===== config.mk =====
export PLATFORM = sky130hd
export DESIGN_NAME = fetch_pc_ctrl
export DESIGN_NICKNAME = d
export VERILOG_FILES = /design/src/rtl/fetch_pkg.sv /design/src/rtl/next_pc_sel.sv /design/src/rtl/fetch_pc_ctrl.sv
export SDC_FILE = /design/constraint.sdc
export NUM_CORES = 1
export LEC_CHECK = 0
export BUFFER_PORTS_ARGS = -buffer_cell sky130_fd_sc_hd__buf_2
export CORE_ASPECT_RATIO = 1.25
export CORE_UTILIZATION = 49
export CTS_BUF_LIST = sky130_fd_sc_hd__clkbuf_16
export DETAILED_ROUTE_END_ITERATION = 8
export PLACE_DENSITY = 0.82
export SKIP_CTS_REPAIR_TIMING = 1
export SYNTH_ARGS = -nofsm -noshare
export SYNTH_HDL_FRONTEND = slang
export SYNTH_HIERARCHICAL = 1
export SYNTH_SLANG_ARGS = --single-unit
export TNS_END_PERCENT = 20

===== constraint.sdc =====
create_clock -name clk -period 2.9 [get_ports clk]
set_input_delay 0.29 -clock clk [delete_from_list [all_inputs] [get_ports clk]]
set_output_delay 0.29 -clock clk [all_outputs]
set_load 0.02 [all_outputs]

===== src/rtl/fetch_pkg.sv =====
// Shared definitions for the fetch stage.
// Contents: pc_src encodings, FSM state constants, IF/ID word layout,
// bubble instruction default and the PC increment helper.
package fetch_pkg;

    // pc_src encodings driven by the decode-stage branch resolver
    localparam logic [2:0] PCSRC_SEQ = 3'b001;
    localparam logic [2:0] PCSRC_BR  = 3'b011;
    localparam logic [2:0] PCSRC_JMP = 3'b100;
    localparam logic [2:0] PCSRC_JR  = 3'b010;

    // Fetch FSM states
    localparam logic [1:0] ST_FETCH = 2'd0;
    localparam logic [1:0] ST_DRAIN = 2'd1;
    localparam logic [1:0] ST_HOLD  = 2'd2;
    localparam logic [1:0] ST_HALT  = 2'd3;

    // Default bubble instruction
    localparam logic [15:0] NOP_INSTR_DEF = 16'h0800;

    // One fetched instruction together with the PC+2 that follows it
    typedef struct packed {
        logic [15:0] instr;
        logic [15:0] pc_inc;
    } fetch_word_t;

    // Sequential successor; wraps naturally at 16 bits
    function automatic logic [15:0] pc_plus2(input logic [15:0] pc);
        return pc + 16'd2;
    endfunction

endpackage


===== src/rtl/next_pc_sel.sv =====
// Next-PC selection for the fetch stage.
// Ports:
//   pc_i            current fetch PC
//   pc_src_i/flush_i redirect control from decode
//   br/jmp/jr_target_i candidate redirect targets
//   next_pc_o       aligned redirect target, or pc+2 when not redirecting
//   redirect_o      a legal redirect is requested this cycle
//   err_pulse_o     illegal control encoding or misaligned target this cycle
module next_pc_sel
    import fetch_pkg::*;
(
    input  logic [15:0] pc_i,
    input  logic [2:0]  pc_src_i,
    input  logic        flush_i,
    input  logic [15:0] br_target_i,
    input  logic [15:0] jmp_target_i,
    input  logic [15:0] jr_target_i,
    output logic [15:0] next_pc_o,
    output logic        redirect_o,
    output logic        err_pulse_o
);

    logic [15:0] target_s;
    logic        redirect_s;
    logic        legal_s;

    // Decode pc_src/flush: only a recognised redirect code with flush set redirects;
    // anything inconsistent is flagged and falls back to sequential fetch
    always_comb begin
        target_s   = jr_target_i;
        redirect_s = 1'b0;
        legal_s    = 1'b1;
        case (pc_src_i)
            PCSRC_SEQ: begin
                legal_s = ~flush_i;
            end
            PCSRC_BR: begin
                target_s   = br_target_i;
                redirect_s = flush_i;
                legal_s    = flush_i;
            end
            PCSRC_JMP: begin
                target_s   = jmp_target_i;
                redirect_s = flush_i;
                legal_s    = flush_i;
            end
            PCSRC_JR: begin
                target_s   = jr_target_i;
                redirect_s = flush_i;
                legal_s    = flush_i;
            end
            default: begin
                legal_s = 1'b0;
            end
        endcase
    end

    assign next_pc_o   = redirect_s ? {target_s[15:1], 1'b0} : pc_plus2(pc_i);
    assign redirect_o  = redirect_s;
    assign err_pulse_o = ~legal_s | (redirect_s & target_s[0]);

endmodule


===== src/rtl/fetch_pc_ctrl.sv =====
// Fetch-stage PC sequencer and IF/ID register owner.
// Ports:
//   clk, rst            clock, asynchronous active-high reset
//   pc_src, flush, *_target  redirect request from decode
//   stall, halt_dec     hazard stall of IF/ID, HALT seen in IF/ID
//   imem_rd/imem_addr   request to the stalling instruction memory (held until imem_done)
//   imem_data/imem_done returned instruction and completion strobe
//   if_id_*             IF/ID register contents presented to decode
//   err                 sticky illegal-control / misaligned-target flag
module fetch_pc_ctrl
    import fetch_pkg::*;
#(
    parameter logic [15:0] RESET_PC  = 16'h0000,
    parameter logic [15:0] NOP_INSTR = NOP_INSTR_DEF
) (
    input  logic        clk,
    input  logic        rst,
    input  logic [2:0]  pc_src,
    input  logic        flush,
    input  logic [15:0] br_target,
    input  logic [15:0] jmp_target,
    input  logic [15:0] jr_target,
    input  logic        stall,
    input  logic        halt_dec,
    output logic        imem_rd,
    output logic [15:0] imem_addr,
    input  logic [15:0] imem_data,
    input  logic        imem_done,
    output logic [15:0] if_id_instr,
    output logic [15:0] if_id_pc_inc,
    output logic        if_id_valid,
    output logic        err
);

    localparam fetch_word_t BUBBLE = '{instr: NOP_INSTR, pc_inc: 16'h0000};

    logic [1:0]  state_q, state_d;
    logic [15:0] pc_q, pc_d;
    logic [15:0] redir_q, redir_d;
    fetch_word_t hold_q, hold_d;
    fetch_word_t ifid_q, ifid_d;
    logic        ifid_valid_q, ifid_valid_d;
    logic        halt_pend_q, halt_pend_d;
    logic        err_q, err_d;

    logic [15:0] next_pc_s;
    logic        redirect_s;
    logic        err_pulse_s;

    next_pc_sel u_next_pc_sel (
        .pc_i        (pc_q),
        .pc_src_i    (pc_src),
        .flush_i     (flush),
        .br_target_i (br_target),
        .jmp_target_i(jmp_target),
        .jr_target_i (jr_target),
        .next_pc_o   (next_pc_s),
        .redirect_o  (redirect_s),
        .err_pulse_o (err_pulse_s)
    );

    // Next-state logic: priority is redirect > halt > stall > normal fetch
    always_comb begin
        state_d      = state_q;
        pc_d         = pc_q;
        redir_d      = redir_q;
        hold_d       = hold_q;
        ifid_d       = ifid_q;
        ifid_valid_d = ifid_valid_q;
        halt_pend_d  = halt_pend_q;
        err_d        = err_q | err_pulse_s;
        case (state_q)
            ST_FETCH: begin
                if (redirect_s) begin
                    ifid_d       = BUBBLE;
                    ifid_valid_d = 1'b0;
                    halt_pend_d  = 1'b0;
                    if (imem_done) begin
                        pc_d = next_pc_s;
                    end else begin
                        // Request must complete at the old address first
                        redir_d = next_pc_s;
                        state_d = ST_DRAIN;
                    end
                end else if (halt_dec || halt_pend_q) begin
                    // halt_dec vanishes once IF/ID is bubbled, so remember it
                    ifid_d       = BUBBLE;
                    ifid_valid_d = 1'b0;
                    if (imem_done) begin
                        state_d     = ST_HALT;
                        halt_pend_d = 1'b0;
                    end else begin
                        halt_pend_d = 1'b1;
                    end
                end else if (imem_done) begin
                    pc_d = next_pc_s;
                    if (stall) begin
                        hold_d  = '{instr: imem_data, pc_inc: next_pc_s};
                        state_d = ST_HOLD;
                    end else begin
                        ifid_d       = '{instr: imem_data, pc_inc: next_pc_s};
                        ifid_valid_d = 1'b1;
                    end
                end else if (!stall) begin
                    // Decode consumed IF/ID but nothing new arrived
                    ifid_d       = BUBBLE;
                    ifid_valid_d = 1'b0;
                end else begin
                    ifid_d = ifid_q;
                end
            end
            ST_DRAIN: begin
                if (redirect_s) begin
                    redir_d = next_pc_s;
                end else begin
                    redir_d = redir_q;
                end
                if (imem_done) begin
                    pc_d    = redirect_s ? next_pc_s : redir_q;
                    state_d = ST_FETCH;
                end else begin
                    state_d = ST_DRAIN;
                end
            end
            ST_HOLD: begin
                if (redirect_s) begin
                    hold_d       = BUBBLE;
                    pc_d         = next_pc_s;
                    ifid_d       = BUBBLE;
                    ifid_valid_d = 1'b0;
                    state_d      = ST_FETCH;
                end else if (halt_dec) begin
                    hold_d       = BUBBLE;
                    ifid_d       = BUBBLE;
                    ifid_valid_d = 1'b0;
                    state_d      = ST_HALT;
                end else if (!stall) begin
                    ifid_d       = hold_q;
                    ifid_valid_d = 1'b1;
                    state_d      = ST_FETCH;
                end else begin
                    state_d = ST_HOLD;
                end
            end
            ST_HALT: begin
                state_d = ST_HALT;
            end
            default: begin
                state_d = ST_FETCH;
            end
        endcase
    end

    // State and pipeline registers
    always_ff @(posedge clk or posedge rst) begin
        if (rst) begin
            state_q      <= ST_FETCH;
            pc_q         <= RESET_PC;
            redir_q      <= 16'h0000;
            hold_q       <= BUBBLE;
            ifid_q       <= BUBBLE;
            ifid_valid_q <= 1'b0;
            halt_pend_q  <= 1'b0;
            err_q        <= 1'b0;
        end else begin
            state_q      <= state_d;
            pc_q         <= pc_d;
            redir_q      <= redir_d;
            hold_q       <= hold_d;
            ifid_q       <= ifid_d;
            ifid_valid_q <= ifid_valid_d;
            halt_pend_q  <= halt_pend_d;
            err_q        <= err_d;
        end
    end

    // pc is frozen while draining, so it is also the outstanding request address
    assign imem_rd      = (state_q == ST_FETCH) || (state_q == ST_DRAIN);
    assign imem_addr    = pc_q;
    assign if_id_instr  = ifid_q.instr;
    assign if_id_pc_inc = ifid_q.pc_inc;
    assign if_id_valid  = ifid_valid_q;
    assign err          = err_q;

endmodule


==> impl_metrics.env, run 1 <==
export IMPL_globalRouteTotalUtil_pct=22.9
export IMPL_relSlewSlack_pct=29.2
export IMPL_leakage_uw=0.00284
export IMPL_synth_top_area_share_pct=45.7
export IMPL_hold_viol=0
export IMPL_initial_core_util_pct=50.9
export IMPL_crit_arrival_ns=2.46
export IMPL_synth_commonest_cells="dfrtp_1, nor2_1, a21oi_1"
export IMPL_tightest_slew_ns=1.06
export IMPL_gp_congestion=0.797
export IMPL_p_int_uw=4100
export IMPL_synth_most_common_cell="dfrtp_1"
export IMPL_overflow=0
export IMPL_vias_per_cell=5.73
export IMPL_p_clk_share_pct=17.7
export IMPL_min_period_over_period_pct=77.4
export IMPL_drive_gt1_share_pct=28.1
export IMPL_grt_max_degree=102
export IMPL_fmax_mhz=446
export IMPL_clkTransAtPathRegs_ns=0.07
export IMPL_ios=124
export IMPL_hold_path_class="input port to async pin"
export IMPL_max_cap_viol_count=0
export IMPL_cts_sinks=101
export IMPL_path_class="input port to flip-flop"
export IMPL_power_switching_uw=3040
export IMPL_placement_io_buffers=123
export IMPL_tns_ns=0
export IMPL_grt_pass1_vias=4589
export IMPL_chipWidth_um=96.1
export IMPL_final_core_util_pct=60.2
export IMPL_die_area_mm2=0.0115
export IMPL_cts_root_buf="clkbuf_16"
export IMPL_ys_flop_type="dfrtp_1"
export IMPL_grt_antenna_before_repair=0
export IMPL_vias=4667
export IMPL_p_seq_share_pct=37.2
export IMPL_core_area_mm2=0.0107
export IMPL_cp_end_kind="flip-flop"
export IMPL_die_h_um=120
export IMPL_postSynthCellCount=573
export IMPL_first_pass_iters=5
export IMPL_skew_ns=0.00561
export IMPL_ys_seq_area_share_pct=46.6
export IMPL_htreeDepth=3
export IMPL_ctsLongestPathBuffers=2
export IMPL_setup_violations=0
export IMPL_max_stage_delay_ns=0.83
export IMPL_hpwl_um=9170
export IMPL_critPathLaunchType="input port"
export IMPL_p_per_area_mw_per_mm2=1110
export IMPL_finalNetCount=752
export IMPL_synth_edff_count=0
export IMPL_grt_pass1_wl_um=20800
export IMPL_slew_viol_final=0
export IMPL_ys_top_cells_by_area="dfrtp_1, a21oi_1, nor2_1"
export IMPL_path_cells="buf_2 -> or3b_4 -> nand2_2 -> nand2_4 -> inv_1 -> buf_4 -> nor2_2 -> mux2i_1 -> a21oi_1"
export IMPL_cts_buffers=9
export IMPL_wl_um=12800
export IMPL_synth_nets=647
export IMPL_required_ns=3.11
export IMPL_power_share_switching_pct=42.6
export IMPL_holdWs_ns=0.0873
export IMPL_avgRoutedWirePerCell_um=15.7
export IMPL_ir_worst_vdd_uv=628
export IMPL_slowest_stage="nor2_2"
export IMPL_synth_distinct_cells=54
export IMPL_n_antenna_cell=0
export IMPL_fp_row_count=42
export IMPL_pwr_share_comb_pct=45.1
export IMPL_drc=0
export IMPL_status="finished clean"
export IMPL_postSynthAreaPerCell_um2=9.47
export IMPL_drt_initial_drc_count=262
export IMPL_cts_tree="done"
export IMPL_synth_area_mm2=0.00543
export IMPL_rsz0062_at_grt="no"
export IMPL_ys_seq_elements=101
export IMPL_synth_top_area_cell="dfrtp_1"
export IMPL_clk_latency_ns=0.35
export IMPL_cp_max_fo=16
export IMPL_min_period_ns=2.24
export IMPL_syn_to_final_growth_pct=18.4
export IMPL_yosys_warnings=6
export IMPL_antenna_left=0
export IMPL_synthArstFlopShare_pct=100
critical path: cells and delay by family:
kind                   cells  cell delay [ns]
AOI/OAI and AO/OA          1             0.11
and+or+nand+nor            4             1.30
muxes                      1             0.32
buffers and inverters      3             0.43
area by class of cell:
type	instances	area [um^2]
tap	132	165
inverter	39	150
clock inverter	7	90.1
sequential	101	2530
fill	919	4250
timing repair buffer	138	741
multi-input combinational	389	2520
clock buffer	9	225
routing by layer:
layer | GRT usage (%) | vias to the layer above | routed length (um)
met1 | 27.9 | 2232 | 5260
met4 | 7.09 | 0 | 170
met2 | 39.7 | 168 | 6490
li1 | - | 2252 | -
met3 | 5.26 | 15 | 861
met5 | 0 | - | 0
state kept, by name (all words and copies together), names as in the netlist:
name and count:
state_q 2, if_id_valid 1, imem_addr 16, if_id_instr 16
halt_pend_q 1, redir_q 16, err 1, hold_q 32
if_id_pc_inc 16
power groups by stage:
| stage | Combinational, uW | Clock (uW) | Sequential [uW] |
|---|---|---|---|
| 2_1_floorplan | 1930 | 0 | 2980 |
| 3_3_place_gp | 3060 | 0 | 2620 |
| 3_5_place_dp | 3210 | 0 | 2670 |
| 4_1_cts | 3230 | 1280 | 2650 |
| 6_report | 3220 | 1260 | 2660 |
| 5_1_grt | 3570 | 1330 | 2740 |
worst paths after layout:
kind	start	to	slack [ns]	cells after the start
worst max-delay path	pc_src[2]	imem_addr[2]$_DFFE_PP0P_	0.66	9
min in group clk	imem_data[2]	hold_q[18]$_DFFE_PP0P_	0.19	3
max in group asynchronous	rst	hold_q[27]$_DFFE_PP1P_	2.42	3
worst min-delay path	rst	if_id_pc_inc[0]$_DFFE_PP0P_	0.09	3
worst min register to register	err$_DFF_PP0_	err$_DFF_PP0_	0.47	1
worst max register to register	state_q[1]$_DFFE_PP0P_	if_id_instr[3]$_DFFE_PP0P_	0.72	5
layout by cell type, fill, tap and decap left out, drive strengths merged, types with 11 or more instances in the layout:
master  instances
a21oi          59
a22oi          16
o22ai          11
inv            37
nand3          37
mux2           21
mux2i          22
nand2          17
buf           138
nor2           67
dfrtp          99
a32oi          19
o21ai          46
cell families after synthesis:
| group | Yosys count | share of synthesized area [%] |
|---|---|---|
| compound gates | 178 | 20.7 |
| simple gates | 154 | 14.3 |
| flops | 101 | 46.6 |
| buf+inv | 83 | 7.54 |
| mux | 43 | 8.42 |
| xor+xnor | 13 | 2.10 |
| fa+ha+maj | 1 | 0.231 |
through the flow:
stage	setup slack, ns	cell area, um^2	instances	total power [uW]
6_report	0.657	6420	815	7140
5_1_grt	0.463	6420	815	7640
4_1_cts	0.674	6420	815	7170
3_5_place_dp	0.310	6110	799	5880
3_3_place_gp	0.404	6110	799	5680
2_1_floorplan	0.529	5430	573	4910
(Power assumes the default switching activity.)
==> run 2, diff against run 1 <==
--- a/config.mk
+++ b/config.mk
@@ -5,9 +5,10 @@
 export SDC_FILE = /design/constraint.sdc
 export NUM_CORES = 1
 export LEC_CHECK = 0
+export ABC_AREA = 1
 export BUFFER_PORTS_ARGS = -buffer_cell sky130_fd_sc_hd__buf_2
 export CORE_ASPECT_RATIO = 1.25
-export CORE_UTILIZATION = 49
+export CORE_UTILIZATION = 50
 export CTS_BUF_LIST = sky130_fd_sc_hd__clkbuf_16
 export DETAILED_ROUTE_END_ITERATION = 8
 export PLACE_DENSITY = 0.82
==> constraint.sdc (replaced) <==
create_clock -name clk -period 1.85 [get_ports clk]
set_input_delay 0.185 -clock clk [delete_from_list [all_inputs] [get_ports clk]]
set_output_delay 0.185 -clock clk [all_outputs]
set_load 0.02 [all_outputs]
==> impl_metrics.env, run 2 <==
export IMPL_regMostFlops="hold_q"
export IMPL_min_period_ns=1.73
export IMPL_tns_ns=0
export IMPL_cts_tree="done"
export IMPL_cp_max_fo=18
export IMPL_gp_congestion=0.854
export IMPL_clkTransAtPathRegs_ns=0.07
export IMPL_pre_cts_ws_ns=0.00656
export IMPL_skew_ns=0.00619
export IMPL_clk_latency_ns=0.35
export IMPL_ir_worst_vdd_uv=431
export IMPL_regArea_mm2=0.00253
export IMPL_power_switching_uw=1120
export IMPL_postSynthCellCount=908
export IMPL_min_period_over_period_pct=93.3
export IMPL_core_area_mm2=0.0127
export IMPL_ys_seq_elements=101
export IMPL_rsz0062_at_grt="yes"
export IMPL_chipWidth_um=104
export IMPL_synth_distinct_cells=36
export IMPL_wl_um=16500
export IMPL_multi_input_area_mm2=0.00318
export IMPL_die_h_um=129
export IMPL_path_class="flip-flop to flip-flop"
export IMPL_hold_viol=19
export IMPL_vias=6189
export IMPL_drt_initial_drc_count=526
export IMPL_placement_io_buffers=123
export IMPL_most_common_layout_cells="nand2_1, buf_2, dfrtp_1, inv_1, nand3_1"
export IMPL_slew_viol_final=0
export IMPL_power_total_uw=4520
export IMPL_critPathLaunchType="flip-flop"
export IMPL_worst_slack_ns=0.124
export IMPL_max_cap_viol_count=0
export IMPL_largest_register_ffs=32
export IMPL_cts_buffers=9
export IMPL_p_per_area_mw_per_mm2=603
export IMPL_synth_most_common_cell="nand2_1"
export IMPL_grt_antenna_before_repair=0
export IMPL_finalNetCount=1098
export IMPL_htreeDepth=3
export IMPL_synth_top_area_cell="dfrtp_1"
export IMPL_p_seq_share_pct=49.2
export IMPL_n_antenna_cell=0
export IMPL_fp_row_count=46
export IMPL_cp_end_kind="flip-flop"
export IMPL_holdWs_ns=-0.0456
export IMPL_ys_seq_area_share_pct=39.1
export IMPL_grt_pass1_wl_um=27600
export IMPL_p_int_uw=3400
export IMPL_ctsLongestPathBuffers=2
export IMPL_tightest_slew_ns=0.563
export IMPL_avgRoutedWirePerCell_um=13.8
export IMPL_grt_pass1_vias=5813
export IMPL_required_ns=2.08
export IMPL_initial_core_util_pct=51.1
export IMPL_final_core_util_pct=59.2
export IMPL_globalRouteTotalUtil_pct=25.3
export IMPL_crit_arrival_ns=1.95
export IMPL_cts_root_buf="clkbuf_16"
export IMPL_fin_area_mm2=0.00749
export IMPL_ys_flop_type="dfrtp_1"
export IMPL_drc=0
export IMPL_die_area_mm2=0.0134
export IMPL_failed_checks="hold timing"
export IMPL_syn_to_final_growth_pct=15.8
export IMPL_p_clk_share_pct=41.6
export IMPL_cts_sinks=101
export IMPL_num_fill_cells=1165
export IMPL_yosys_warnings=6
export IMPL_ios=124
export IMPL_hpwl_um=11300
export IMPL_synth_edff_count=0
export IMPL_synth_nets=982
export IMPL_ys_top_cells_by_area="dfrtp_1, nand2_1, nand3_1"
export IMPL_power_share_switching_pct=24.8
export IMPL_dpl_cell_area_mm2=0.00715
export IMPL_pwr_share_comb_pct=9.2
export IMPL_setup_violations=0
export IMPL_synth_top_area_share_pct=38.3
export IMPL_synth_area_mm2=0.00647
export IMPL_fmax_mhz=580
export IMPL_drive_gt1_share_pct=22.3
export IMPL_grt_max_degree=102
export IMPL_synth_commonest_cells="nand2_1, dfrtp_1, inv_1"
export IMPL_first_pass_iters=7
export IMPL_leakage_uw=0.00428
export IMPL_hold_path_class="input port to async pin"
export IMPL_postSynthAreaPerCell_um2=7.13
export IMPL_relSlewSlack_pct=62.5
export IMPL_vias_per_cell=5.17
export IMPL_overflow=0
export IMPL_status="finished with violations"
export IMPL_synthArstFlopShare_pct=100
export IMPL_antenna_left=0
export IMPL_final_common_cell="nand2_1"
==> run 2: cell types whose count changed after synthesis, sizes merged, moves of 19 or more <==
cell	before	now
a21oi	59	0
a32oi	19	0
buf	25	44
inv	38	98
mux2	21	0
mux2i	22	0
nand2	17	415
nand3	37	94
nand4	3	22
nor2	67	40
o21bai	0	34
==> run 2: cell type report <==
class	count	share of cell area, %
clock buffers	9	3.01
clock inverters	7	0.885
inverters	98	5.36
multi-input cells	663	42.4
flip-flops and latches	101	33.8
well taps	168	2.80
repair buffers	151	11.7
==> run 2: metal layers <==
metal / track usage, % / up-vias / share of wire (%)
met4: 8.49 / 0 / 2.0
li1: - / 3070 / -
met3: 4.23 / 29 / 6.1
met5: 0 / - / 0
met2: 44.3 / 230 / 49
met1: 32.1 / 2860 / 43
==> run 2: worst max-delay path: stages (launching register included) <==
cell and delay, ns:
dfrtp_2 0.50, buf_4 0.21, nor2_8 0.12, nand2_2 0.09
nand2_4 0.21, inv_2 0.06, buf_4 0.21, nand3_1 0.12
nand2_1 0.07
==> run 2: logic make-up (layout without fill, tap and decap cells) <==
kind of cell	count (synthesis)	in the layout	synth area share, %
buffers and inverters	145	265	12.3
AO/OA/AOI/OAI	81	81	7.99
XOR/XNOR	5	5	0.677
adder cells (fa/ha/maj)	1	1	0.193
AND/OR/NAND/NOR	575	576	39.7
flip-flops	101	101	39.1
==> run 2: stage by stage <==
step,hold WS (ns),std cells
2_1_floorplan,0.287,908
3_3_place_gp,0.393,1179
3_5_place_dp,0.395,1179
4_1_cts,0.0257,1195
5_1_grt,0.0173,1197
6_report,-0.0456,1197
==> run 2: worst paths after layout <==
path | cells past startpoint | endpoint | from | slack [ns]
min reg2reg | 2 | if_id_instr[11]$_DFFE_PP1P_ | if_id_instr[11]$_DFFE_PP1P_ | 0.47
min | 3 | if_id_pc_inc[4]$_DFFE_PP0P_ | rst | -0.05
max reg2reg | 8 | hold_q[31]$_DFFE_PP0P_ | state_q[0]$_DFFE_PP0P_ | 0.12
max in group asynchronous | 3 | imem_addr[4]$_DFFE_PP0P_ | rst | 1.40
max | 8 | hold_q[31]$_DFFE_PP0P_ | state_q[0]$_DFFE_PP0P_ | 0.12
min in group clk | 2 | halt_pend_q$_DFFE_PP0P_ | imem_done | 0.18
==> run 2: power by group through the flow <==
stage          sequential (uW)  clock, uW  combinational, uW
2_1_floorplan             2280          0                234
3_3_place_gp              2270          0                408
3_5_place_dp              2270          0                408
4_1_cts                   2220       1910                411
5_1_grt                   2230       2010                465
6_report                  2230       1880                415
